--- src/rtl/fetch_ctrl_pkg.sv ---
// Shared state encodings and control-bundle type for the fetch sequencing controller.
package fetch_ctrl_pkg;

  localparam int FC_STATE_W = 3;

  typedef enum logic [FC_STATE_W-1:0] {
    FC_BOOT   = 3'd0,
    FC_RUN    = 3'd1,
    FC_DRAIN  = 3'd2,
    FC_HALT   = 3'd3,
    FC_STEP   = 3'd4,
    FC_SDRAIN = 3'd5
  } fc_state_e;

  typedef struct packed {
    logic pc_we;
    logic pc_src_sel;
    logic ifid_we;
    logic ifid_flush;
    logic idex_bubble;
    logic exmem_flush;
  } fc_ctrl_t;

  // Canned control bundles: front held with NOPs, free flow, load-use stall, MEM redirect
  localparam fc_ctrl_t FC_HOLD  = 6'b000110;
  localparam fc_ctrl_t FC_FLOW  = 6'b101000;
  localparam fc_ctrl_t FC_STALL = 6'b000010;
  localparam fc_ctrl_t FC_REDIR = 6'b110111;

endpackage

--- src/rtl/sat_counter.sv ---
// Saturating up-counter; sticks at all-ones instead of wrapping.
module sat_counter #(
  parameter int CNT_W = 16
) (
  input  logic             Clk,
  input  logic             Clrn,
  input  logic             inc,
  output logic [CNT_W-1:0] q
);

  always_ff @(posedge Clk or negedge Clrn) begin
    if (!Clrn)                q <= '0;
    else if (inc && q != '1)  q <= q + CNT_W'(1);
  end

endmodule

--- src/rtl/fetch_ctrl.sv ---
// Fetch-stage sequencer: boot hold-off, redirect/halt/stall arbitration and debug stepping.
module fetch_ctrl
  import fetch_ctrl_pkg::*;
#(
  parameter int FLUSH_DEPTH = 3,
  parameter int BOOT_CYCLES = 2,
  parameter int CNT_W       = 16
) (
  input  logic                  Clk,
  input  logic                  Clrn,
  input  logic                  MEM_PCSrc,
  input  logic                  ID_LoadUse,
  input  logic                  ID_Halt,
  input  logic                  Dbg_Run,
  input  logic                  Dbg_Step,
  output logic                  PCWe,
  output logic                  PCSrcSel,
  output logic                  IFID_We,
  output logic                  IFID_Flush,
  output logic                  IDEX_Bubble,
  output logic                  EXMEM_Flush,
  output logic [FC_STATE_W-1:0] State,
  output logic                  Halted,
  output logic [CNT_W-1:0]      StallCnt,
  output logic [CNT_W-1:0]      FlushCnt
);

  localparam int DMAX = (FLUSH_DEPTH > BOOT_CYCLES) ? FLUSH_DEPTH : BOOT_CYCLES;
  localparam int DW   = $clog2(DMAX + 1);

  fc_state_e   state_q, state_d;
  logic [DW-1:0] cnt_q, cnt_d;
  logic        run_q;
  logic        redirect, stall_inc;
  fc_ctrl_t    ctl;

  always_ff @(posedge Clk or negedge Clrn) begin
    if (!Clrn) begin
      state_q <= FC_BOOT;
      cnt_q   <= DW'(BOOT_CYCLES - 1);
      run_q   <= 1'b0;
    end else begin
      state_q <= state_d;
      cnt_q   <= cnt_d;
      run_q   <= Dbg_Run;
    end
  end

  // Redirect is wrong-path-safe everywhere except while booting or parked
  assign redirect = MEM_PCSrc && (state_q == FC_RUN || state_q == FC_DRAIN ||
                                  state_q == FC_STEP || state_q == FC_SDRAIN);

  always_comb begin
    state_d   = state_q;
    cnt_d     = cnt_q;
    ctl       = FC_HOLD;
    stall_inc = 1'b0;
    case (state_q)
      FC_BOOT: begin
        if (cnt_q == '0) state_d = Dbg_Run ? FC_RUN : FC_HALT;
        else             cnt_d   = cnt_q - DW'(1);
      end
      FC_RUN: begin
        if (redirect) begin
          state_d = FC_RUN;
        end else if (ID_Halt) begin
          state_d = FC_DRAIN;
          cnt_d   = DW'(FLUSH_DEPTH - 1);
        end else if (ID_LoadUse) begin
          ctl       = FC_STALL;
          stall_inc = 1'b1;
        end else begin
          ctl = FC_FLOW;
        end
      end
      FC_DRAIN: begin
        if (redirect)          state_d = FC_RUN;
        else if (cnt_q == '0)  state_d = FC_HALT;
        else                   cnt_d   = cnt_q - DW'(1);
      end
      FC_HALT: begin
        if (Dbg_Step)               state_d = FC_STEP;
        else if (Dbg_Run && !run_q) state_d = FC_RUN;
      end
      FC_STEP: begin
        ctl     = FC_FLOW;
        state_d = FC_SDRAIN;
        cnt_d   = DW'(FLUSH_DEPTH);
      end
      FC_SDRAIN: begin
        // The stepped instruction must retire even if a redirect lands here
        if (cnt_q == '0) state_d = FC_HALT;
        else             cnt_d   = cnt_q - DW'(1);
      end
      default: begin
        state_d = FC_BOOT;
        cnt_d   = DW'(BOOT_CYCLES - 1);
      end
    endcase
    if (redirect) ctl = FC_REDIR;
  end

  assign PCWe        = ctl.pc_we;
  assign PCSrcSel    = ctl.pc_src_sel;
  assign IFID_We     = ctl.ifid_we;
  assign IFID_Flush  = ctl.ifid_flush;
  assign IDEX_Bubble = ctl.idex_bubble;
  assign EXMEM_Flush = ctl.exmem_flush;
  assign State       = state_q;
  assign Halted      = (state_q == FC_HALT);

  sat_counter #(.CNT_W(CNT_W)) u_stall_cnt (
    .Clk(Clk), .Clrn(Clrn), .inc(stall_inc), .q(StallCnt)
  );

  sat_counter #(.CNT_W(CNT_W)) u_flush_cnt (
    .Clk(Clk), .Clrn(Clrn), .inc(redirect), .q(FlushCnt)
  );

endmodule

--- config.mk ---
export PLATFORM = sky130hd
export DESIGN_NAME = fetch_ctrl
export DESIGN_NICKNAME = d
export VERILOG_FILES = /design/src/rtl/fetch_ctrl_pkg.sv /design/src/rtl/sat_counter.sv /design/src/rtl/fetch_ctrl.sv
export SDC_FILE = /design/constraint.sdc
export NUM_CORES = 1
export LEC_CHECK = 0
export CORE_MARGIN = 3
export CORE_UTILIZATION = 53
export DETAILED_ROUTE_END_ITERATION = 7
export PLACE_DENSITY = 0.84
export RECOVER_POWER = 100
export SETUP_SLACK_MARGIN = 0.2
export SYNTH_ARGS = -nofsm -noshare
export SYNTH_HDL_FRONTEND = slang
export SYNTH_SLANG_ARGS = --single-unit
--- constraint.sdc ---
create_clock -name Clk -period 4.4 [get_ports Clk]
set_input_delay 0.66 -clock Clk [delete_from_list [all_inputs] [get_ports Clk]]
set_output_delay 0.66 -clock Clk [all_outputs]
set_load 0.005 [all_outputs]
Word-level counts from Yosys, hierarchy flattened
Index checks and enable logic that the tools add are counted.

cells by class
  add/sub/neg operators = 3
  equality and inequality tests = 13
  multiplexer cells = 22
  bitwise operators = 1
  reductions and logical operators = 13

operator list
  cell                     count
  $add A16 B1 Y16 const B  2
  $ne A16 B16 Y1 const B   2
  $mux W3                  7
  $mux W6                  3
  $pmux W3 S6              1
  $pmux W6 S2              1
  $mux W2                  5
  $pmux W2 S5              1
  $ne A2 B2 Y1 const B     4
  $eq A3 B2 Y1 const B     2
  $eq A3 B3 Y1 const B     2
  $ne A3 B2 Y1 const B     2
  $logic_and A1 B1 Y1      4
  $mux W1                  4
  $reduce_and A4 Y1        1
  $eq A3 B1 Y1 const B     1
  $logic_not A3 Y1         1
  $logic_or A1 B1 Y1       3
  $reduce_and A3 Y1        1
  $logic_not A2 Y1         1
  $reduce_or A2 Y1         1
  $sub A2 B1 Y2 const B    1
  $logic_not A1 Y1         1
  $not A1 Y1               1

word-level totals
  register bits = 38
  input bits = 7
  word-level logic and storage cells = 57

Longest topological paths before layout
Gate-level depths: netlist (run 1).

  depth after elaboration = 8
  gate-level depth with buffers = 6
  depth with buffers taken out = 6

By module
Synthesis (run 1) repeated with hierarchy kept, for this count alone.

second synthesis, totals
  cell total of the unflattened synthesis = 216
  area total of the unflattened synthesis = 2284.7 µm²

modules (own cells, without submodules)
  module       times used  cells each  area each (µm²)  sequential area each (µm²)
  sat_counter  2           72          859.6            400.4
  fetch_ctrl   1           72          565.5            151.4

Least setup slack after synthesis (run 1)
No wires, ideal clock.

  kind = register -> output
  from = reg state_q[0] (netlist: State[0])
  to = out PCSrcSel
  data arrival time = 1.355 ns
  required time = 3.740 ns
  setup slack = 2.385 ns
  stages on the path, launching flop included = 4
  buffers on the path = 1
  cells stage by stage = dfrtp_1 -> or3b_4 -> a21oi_1 -> buf_4

between the ends
  cells in the longest elaborated chain, start to end = 6
  elaborated cells on any way between the ends = 10
  classes of those cells = eq/ne (4); mux (2); reduce/logical (4)

ends and longest elaborated chain
  element                                       RTL line                            text
  from (decl)                                   fetch_ctrl.sv:31                    fc_state_e state_q, state_d;
  from (signal assigned)                        fetch_ctrl.sv:43                    state_q <= state_d;
  $eq A3 B1 Y1 or $eq A3 B2 Y1 (tied branches)  fetch_ctrl.sv:50, fetch_ctrl.sv:58
  $logic_or A1 B1 Y1 (2 in a row)               fetch_ctrl.sv:50                    assign redirect = MEM_PCSrc && (state_q == FC_RUN || state_q == FC_DRAIN ||
  $logic_or A1 B1 Y1                            fetch_ctrl.sv:51                    state_q == FC_STEP || state_q == FC_SDRAIN);
  $logic_and A1 B1 Y1                           fetch_ctrl.sv:50
  $mux W6 *                                     fetch_ctrl.sv:100                   if (redirect) ctl = FC_REDIR;
  to (decl)                                     fetch_ctrl.sv:17                    output logic PCSrcSel,

Every way passes the cells marked *; elsewhere a longest branch is shown, timed or not.

Final worst setup path (run 1)
  from = in MEM_PCSrc
  to = reg u_flush_cnt.q[8]

between the ends
  cells in the longest elaborated chain, start to end = 2

ends and longest elaborated chain
  element               RTL line           text
  from (decl)           fetch_ctrl.sv:11   input logic MEM_PCSrc,
  $logic_and A1 B1 Y1   fetch_ctrl.sv:50
  $logic_and A1 B1 Y1   sat_counter.sv:13  else if (inc && q != '1) q <= q + CNT_W'(1);
  to (signal assigned)  sat_counter.sv:13
  to (decl)             sat_counter.sv:8   output logic [CNT_W-1:0] q

No other way between the ends.
A chain may end at the register's enable or synchronous reset.

==> results of run 1 <==
## cell usage after synthesis (2+ instances only)
cell type and count:
ha_1 3, and3_1 5, nand2b_1 2, nand4_1 10, a31oi_1 3, o21ai_1 2, nor2_1 7, a2111oi_4 2
inv_1 8, clkbuf_1 4, o2111ai_1 4, a21oi_1 5, nor4_1 9, o21ai_0 6, mux2_2 2, xor2_1 15
nor3_1 6, dfrtp_1 37, nor3b_1 2, nand2_1 15, xnor2_1 12, o211ai_1 4, nand3_1 10, a2111oi_0 2
and4_1 4, and2_1 5
## registers in the layout (all words and copies together), names as in the netlist
name,cells
u_stall_cnt.q,16
run_q,1
cnt_q,2
State,3
u_flush_cnt.q,16
## per-stage QoR
| step | cell area (um^2) | power (W) | util [%] | instances | worst slack [ns] |
|---|---|---|---|---|---|
| after global routing | 2640 | 0.00132 | 70.5 | 302 | 0.956 |
| after global placement | 2610 | 0.00103 | 69.6 | 295 | 1.44 |
| after detailed placement | 2610 | 0.00106 | 69.6 | 295 | 1.42 |
| after CTS | 2680 | 0.00128 | 71.6 | 302 | 1.42 |
| final | 2640 | 0.00122 | 70.5 | 302 | 1.23 |
| after floorplan | 2090 | 0.000818 | - | 204 | 2.39 |
## per-layer routing
| metal | track usage [%] | routed length [um] | part of all wire (%) |
|---|---|---|---|
| met5 | 0 | 0 | 0 |
| met4 | 4.38 | 30 | 0.67 |
| met3 | 5.51 | 296 | 6.6 |
| met2 | 33.3 | 2120 | 48 |
| met1 | 29.1 | 2010 | 45 |
## logic make-up after synthesis
group,count (synthesis)
mux,3
buf+inv,14
fa+ha+maj,3
xor+xnor,27
flops,38
simple gates,80
compound gates,39
## power breakdown
| group | total (W) | internal (W) | leakage [nW] | switching, W |
|---|---|---|---|---|
| logic | 0.000456 | 0.000248 | 0.642 | 0.000209 |
| registers | 0.000542 | 0.000423 | 0.495 | 0.000120 |
| clock network | 0.000218 | 0.000109 | 0.0383 | 0.000109 |
## worst max-delay path, stage by stage
cell	delay (ns)
dlygate4sd3_1	0.65
inv_1	0.15
a2111oi_0	1.33
o2111ai_1	0.32
xnor2_1	0.22
## final timing paths
path                                                 endpoint  depth (start not counted)                          start  slack (ns)
worst max-delay path             u_flush_cnt.q[8]$_DFFE_PN0P_                          5                      MEM_PCSrc        1.23
worst min-delay path            u_flush_cnt.q[14]$_DFFE_PN0P_                          1  u_flush_cnt.q[14]$_DFFE_PN0P_        0.50
worst max register to register   u_flush_cnt.q[8]$_DFFE_PN0P_                          4           State[0]$_DFFE_PN0P_        1.25
worst min register to register  u_flush_cnt.q[14]$_DFFE_PN0P_                          1  u_flush_cnt.q[14]$_DFFE_PN0P_        0.50
max in group asynchronous       u_stall_cnt.q[11]$_DFFE_PN0P_                          1                           Clrn        2.39
min in group asynchronous       u_flush_cnt.q[12]$_DFFE_PN0P_                          1                           Clrn        0.90
## layout make-up
class,instances,area [um^2],share of cell area (%)
Clock buffer,7,76.3,2.89
Inverter,8,30.0,1.14
Multi-Input combinational cell,152,1040,39.4
Timing Repair Buffer,49,482,18.2
Sequential cell,38,952,36.1
Tap cell,48,60.1,2.27
==> metrics.md, run 1 <==
| Metric | Value |
|---|---|
| Die Y | `68.8 um` |
| Top FF cell, synth | `dfrtp_1` |
| Clock transition at path regs | `0.07 ns` |
| Post-synthesis mux area share | `1.62%` |
| Critical Path AT | `3.33 ns` |
| DRT Pass-1 Iters | `5` |
| H-tree depth | `2` |
| Ports | `49` |
| Post-synthesis async set-or-reset flop share | `100%` |
| Clock Sinks | `38` |
| Commonest non-fill, non-tap cell in the layout | `dlygate4sd3_1` |
| Yosys top cell area share | `44.3%` |
| CP endpoint kind | `register` |
| Post-DP HPWL | `3.28 mm` |
| Startpoint class of the critical path | `input port` |
| Fin Clk Skew | `0.00542 ns` |
| Synth area leader | `dfrtp_1` |
| FMAX | `316 MHz` |
| Failing checks | `max-capacitance violations, max-slew violations` |
| Crit Path Category | `input port to register` |
| Area growth, synth to finish | `26.3%` |
| Max-Cap Viols | `2` |
| Worst EP required | `4.56 ns` |
| Max-slew headroom | `-27.9%` |
| Ranking of synthesized cells by area | `dfrtp_1, xor2_1, xnor2_1, nand4_1, nand2_1` |
| Max-slew violations | `47` |
| Port Buf Inserts | `48` |
| Unrepaired setup endpoints after global routing | `false` |
| Starting density of the core | `55.8%` |
| Worst-skew pair later-pin latency | `0.28 ns` |
| Setup_tns | `0 ns` |
| Leak | `1.18 nW` |
| Largest family of logic cells by synthesized area | `simple AND/OR/NAND/NOR gates` |
| Maximum vdd drop | `274 uV` |
| Min-Delay Path Class | `register to register` |
| Syn Area/Cell | `10.2 um^2` |
| Starting DRC count in detailed routing | `140` |
| GP Congestion | `0.823` |
| Ant. Diodes | `0` |
| Initial antenna violation count | `0` |
| Synth Area in Simple Gates | `21.9%` |
| Post-cts resize count | `0` |
| Post-synthesis cell count | `204` |
| Row count | `22` |
| Vias in the first global route | `1600` |
| EDFF count, synth | `0` |
| Crit Path Max Fanout | `7` |
| Mapped Area | `0.00209 mm^2` |
| Grt ovf | `0` |
| Syn_nets | `214` |
| Hold buffers post-CTS | `0` |
| Warnings from Yosys | `0` |
| Status | `finished with violations` |
| Total track usage | `21.0%` |
| Layout cells sized above 1 | `3.54%` |
| Post-CTS Setup Inserts | `0` |
| Worst Tran Pin Value | `1.92 ns` |
| Core ar. | `0.00374 mm^2` |
| Post-detailed-routing wire length | `4.46 mm` |
| CTS buffer count | `5` |
| Period utilisation layout | `72.0%` |
| Yosys cell types | `46` |
| Die X | `68.8 um` |
| Post-Synth XOR/XNOR Area | `11.3%` |
| Most frequent cells in the layout | `dlygate4sd3_1, dfrtp_1, nand2_1, xor2_1, xnor2_1` |
| Number of fill cells | `295` |
| Sequential area share after synthesis | `45.6%` |
| Largest net degree at the start of global routing | `39` |
| Synth Area in Adders | `1.80%` |
| CTS tree | `built` |
| Compound-Gate Fraction of Synth Area | `15.1%` |
| Power per cell area | `461 mW/mm^2` |
| CTS root buffer | `clkbuf_8` |
| Yosys reg bits | `38` |
| Final setup violation count | `0` |
| Period minus WS final | `3.17 ns` |
| CTS max path bufs | `2` |
| Avg WL per Cell | `14.8 um` |
| Final #Nets | `264` |
| DR vias | `1785` |
| Die area | `0.00473 mm^2` |
| First-pass GRT wire length | `7.52 mm` |
| Final ANT Viol Nets | `0` |
| Worst hold slack | `0.498 ns` |
| Final Hold Fails | `0` |
| Vias/cell | `5.91` |
| DRC | `0` |
Note: power is estimated with default switching activity, not from simulation.
==> run 2, diff against run 1 <==
CORE_UTILIZATION = 50   (was 53)
PLACE_DENSITY = 0.8   (was 0.84)
clock period = 3.1 ns   (was 4.4 ns; I/O delays follow)
==> run 2 against run 1 <==
Clock skew rose by 0.0017 ns. Total power up 46%. Register-to-register slack worse by 0.70 ns. First-iteration DRC count is 8.6% higher. The flow still finishes with violations (max-capacitance violations, max-slew violations).
==> metrics.md, run 2 (synthesis results as in run 1) <==
| Metric | Value |
|---|---|
| Final Hold Fails | `0 (unchanged)` |
| Crit-path cells | `clkbuf_1, nor3_1, o21ai_0, a21oi_1, a31o_2, dlygate4sd3_1` |
| Net Sw Power | `0.000635 W (+45%)` |
| Sequential cell fraction of total power | `41.9% (-2.7 points)` |
| Die X | `70.6 um (+2.7%)` |
| Startpoint class of the critical path | `register` |
| Power per cell area | `665 mW/mm^2 (+44%)` |
| Share of total power in combinational logic | `38.6% (+1.1 points)` |
| Die Y | `70.6 um (+2.7%)` |
| Final setup violation count | `0 (unchanged)` |
| Area growth, synth to finish | `27.9%` |
| Most frequent cells in the layout | `dlygate4sd3_1, dfrtp_1, nand2_1, xor2_1, xnor2_1` |
| Period utilisation layout | `89.7%` |
| Critical Path AT | `2.32 ns (-1.01 ns)` |
| Post-CTS Setup Inserts | `0 (unchanged)` |
| Worst-skew pair later-pin latency | `0.29 ns (about the same)` |
| Die area | `0.00499 mm^2 (+5.5%)` |
| R2r setup slk | `0.55 ns (-0.70 ns)` |
| Dpl cells | `297 (+0.68%)` |
| CP max-delay cell | `dlygate4sd3_1` |
| CTS tree | `built` |
| FMAX | `359 MHz` |
| Avg WL per Cell | `15.1 um (+2.1%)` |
| Ports | `49 (unchanged)` |
| Commonest non-fill, non-tap cell in the layout | `dlygate4sd3_1` |
| Clock transition at path regs | `0.07 ns (about the same)` |
| Multi-input logic area | `0.00105 mm^2 (+0.96%)` |
| Delay of the slowest cell on the worst path | `0.57 ns (-0.76 ns)` |
| Max-slew headroom | `-30.5% (-2.6 points)` |
| Hold Path Cell Cnt | `1 (unchanged)` |
| Number of fill cells | `314 (+6.4%)` |
| CTS root buffer | `clkbuf_8` |
| CTS max path bufs | `2 (unchanged)` |
| Cells on worst reg2reg path | `4 (unchanged)` |
| Status | `finished with violations` |
| Post-DP HPWL | `3.31 mm (+0.81%)` |
| Hold endpoint | `u_flush_cnt.q[14]$_DFFE_PN0P_` |
| Clk pwr share | `19.5% (+1.6 points)` |
| Final #Nets | `266 (+0.76%)` |
| Largest net degree at the start of global routing | `39 (unchanged)` |
| RR Endpoint | `u_flush_cnt.q[7]$_DFFE_PN0P_` |
| CP endpoint kind | `primary output` |
| FF/Latch Area | `952 um^2 (unchanged)` |
| Leak | `1.19 nW (+0.88%)` |
| DR vias | `1791 (+0.34%)` |
| Min-Delay Path Class | `register to register` |
| Grt ovf | `0 (unchanged)` |
| CTS buffer count | `5 (unchanged)` |
| Layout cells sized above 1 | `5.45% (+1.9 points)` |
| FF-to-FF Start | `State[0]$_DFFE_PN0P_` |
| Failing checks | `max-capacitance violations, max-slew violations` |
| Maximum vdd drop | `461 uV (+69%)` |
| Total track usage | `19.3% (-1.8 points)` |
| Starting density of the core | `54.2% (-1.6 points)` |
| GP Congestion | `0.779 (-5.3%)` |
| Starting DRC count in detailed routing | `152 (+8.6%)` |
| Final ANT Viol Nets | `0 (unchanged)` |
| Setup_tns | `0 ns (unchanged)` |
| Max-slew violations | `39 (-17%)` |
| Post-detailed-routing wire length | `4.59 mm (+3.1%)` |
| Sw frac | `35.7% (-0.24 points)` |
| Period minus WS final | `2.78 ns` |
| Port Buf Inserts | `48 (unchanged)` |
| Clock Sinks | `38 (unchanged)` |
| DRC | `0 (unchanged)` |
| Fin Clk Skew | `0.00716 ns (+0.00175 ns)` |
| Initial antenna violation count | `0 (unchanged)` |
| Ant. Diodes | `0 (unchanged)` |
| First-pass GRT wire length | `7.79 mm (+3.6%)` |
| Row count | `22 (unchanged)` |
| Worst Hold Launch | `u_flush_cnt.q[14]$_DFFE_PN0P_` |
| Internal | `0.00114 W (+47%)` |
| H-tree depth | `2 (unchanged)` |
| Core ar. | `0.00385 mm^2 (+2.9%)` |
| DRT Pass-1 Iters | `5 (unchanged)` |
| Vias in the first global route | `1679 (+4.9%)` |
| Worst Tran Pin Value | `1.96 ns (+0.0383 ns)` |
| Tot Pwr | `0.00178 W (+46%)` |
| Final Core Density | `69.4% (-1.2 points)` |
| Crit Path Category | `register to primary output` |
| Finished Layout Cells | `305 (+0.99%)` |
| Max-Cap Viols | `1 (-1)` |
| Unrepaired setup endpoints after global routing | `false` |
| Worst EP required | `2.63 ns (-1.93 ns)` |
| Crit Path Max Fanout | `15 (+8)` |
| Vias/cell | `5.87 (-0.65%)` |
run 2: cell count changes in the layout (fill, tap and decap cells not counted):
cell | before | now
a2111oi_0 | 4 | 2
a2111oi_1 | 0 | 1
a2111oi_2 | 0 | 1
clkbuf_1 | 3 | 4
clkbuf_8 | 5 | 6
clkdlybuf4s50_1 | 4 | 7
clkinv_2 | 0 | 1
dlygate4sd3_1 | 43 | 40
mux2_1 | 2 | 1
mux2_2 | 1 | 2
or3b_1 | 1 | 0
or3b_4 | 0 | 1
run 2: how the worst max path moves through the flow:
stage	from	to	slack, ns	depth (start not counted)
after floorplan	State[0]$_DFFE_PN0P_	PCSrcSel	1.28	3
after global placement	MEM_PCSrc	EXMEM_Flush	0.47	4
after detailed placement	MEM_PCSrc	EXMEM_Flush	0.47	4
after CTS	State[1]$_DFFE_PN0P_	EXMEM_Flush	0.31	3
after global routing	State[1]$_DFFE_PN0P_	EXMEM_Flush	0.18	3
final	State[2]$_DFFE_PN0P_	PCWe	0.32	6
run 2: layout make-up:
class / instances / area share [%]
clock buffer: 7 / 3.23
timing repair buffer: 51 / 18.3
multi-input combinational: 152 / 39.3
tap: 48 / 2.25
sequential: 38 / 35.6
inverter: 8 / 1.12
clock inverter: 1 / 0.187
run 2: repair_timing:
action	in CTS	in global routing
setup endpoints to repair	0	2
hold buffers	0	0
hold endpoints to repair	0	0
resized for setup	0	1
run 2: worst max-delay path: cells and delay by family (launching register included):
kind	cells	cell delay (ns)
buffers and inverters	2	1.02
flip-flops	1	0.38
AO/OA/AOI/OAI	3	0.51
AND/OR/NAND/NOR	1	0.13
run 2: routing by layer:
layer	vias to the layer above	wire (um)	part of all wire (%)	GRT usage, %
met1	852	2310	50	27.7
met4	0	49	1.1	5.85
li1	875	-	-	-
met2	57	1970	43	28.4
met3	7	256	5.6	5.54
met5	-	0	0	0
run 2: power groups by stage:
stage	Clock (W)	Combinational (W)	Sequential, W
finish	0.000347	0.000686	0.000745
floorplan	0	0.000441	0.000720
CTS	0.000356	0.000759	0.000746
detailed placement	0	0.000750	0.000754
global route	0.000382	0.000772	0.000766
global placement	0	0.000738	0.000747
run 2: per-stage QoR:
stage | hold slack, ns | instance area, um^2 | worst slack [ns]
4_1_cts | 0.282 | 2710 | 0.315
3_3_place_gp | 0.481 | 2620 | 0.470
2_1_floorplan | 0.169 | 2090 | 1.28
3_5_place_dp | 0.484 | 2620 | 0.473
5_1_grt | 0.535 | 2670 | 0.176
6_report | 0.488 | 2670 | 0.318
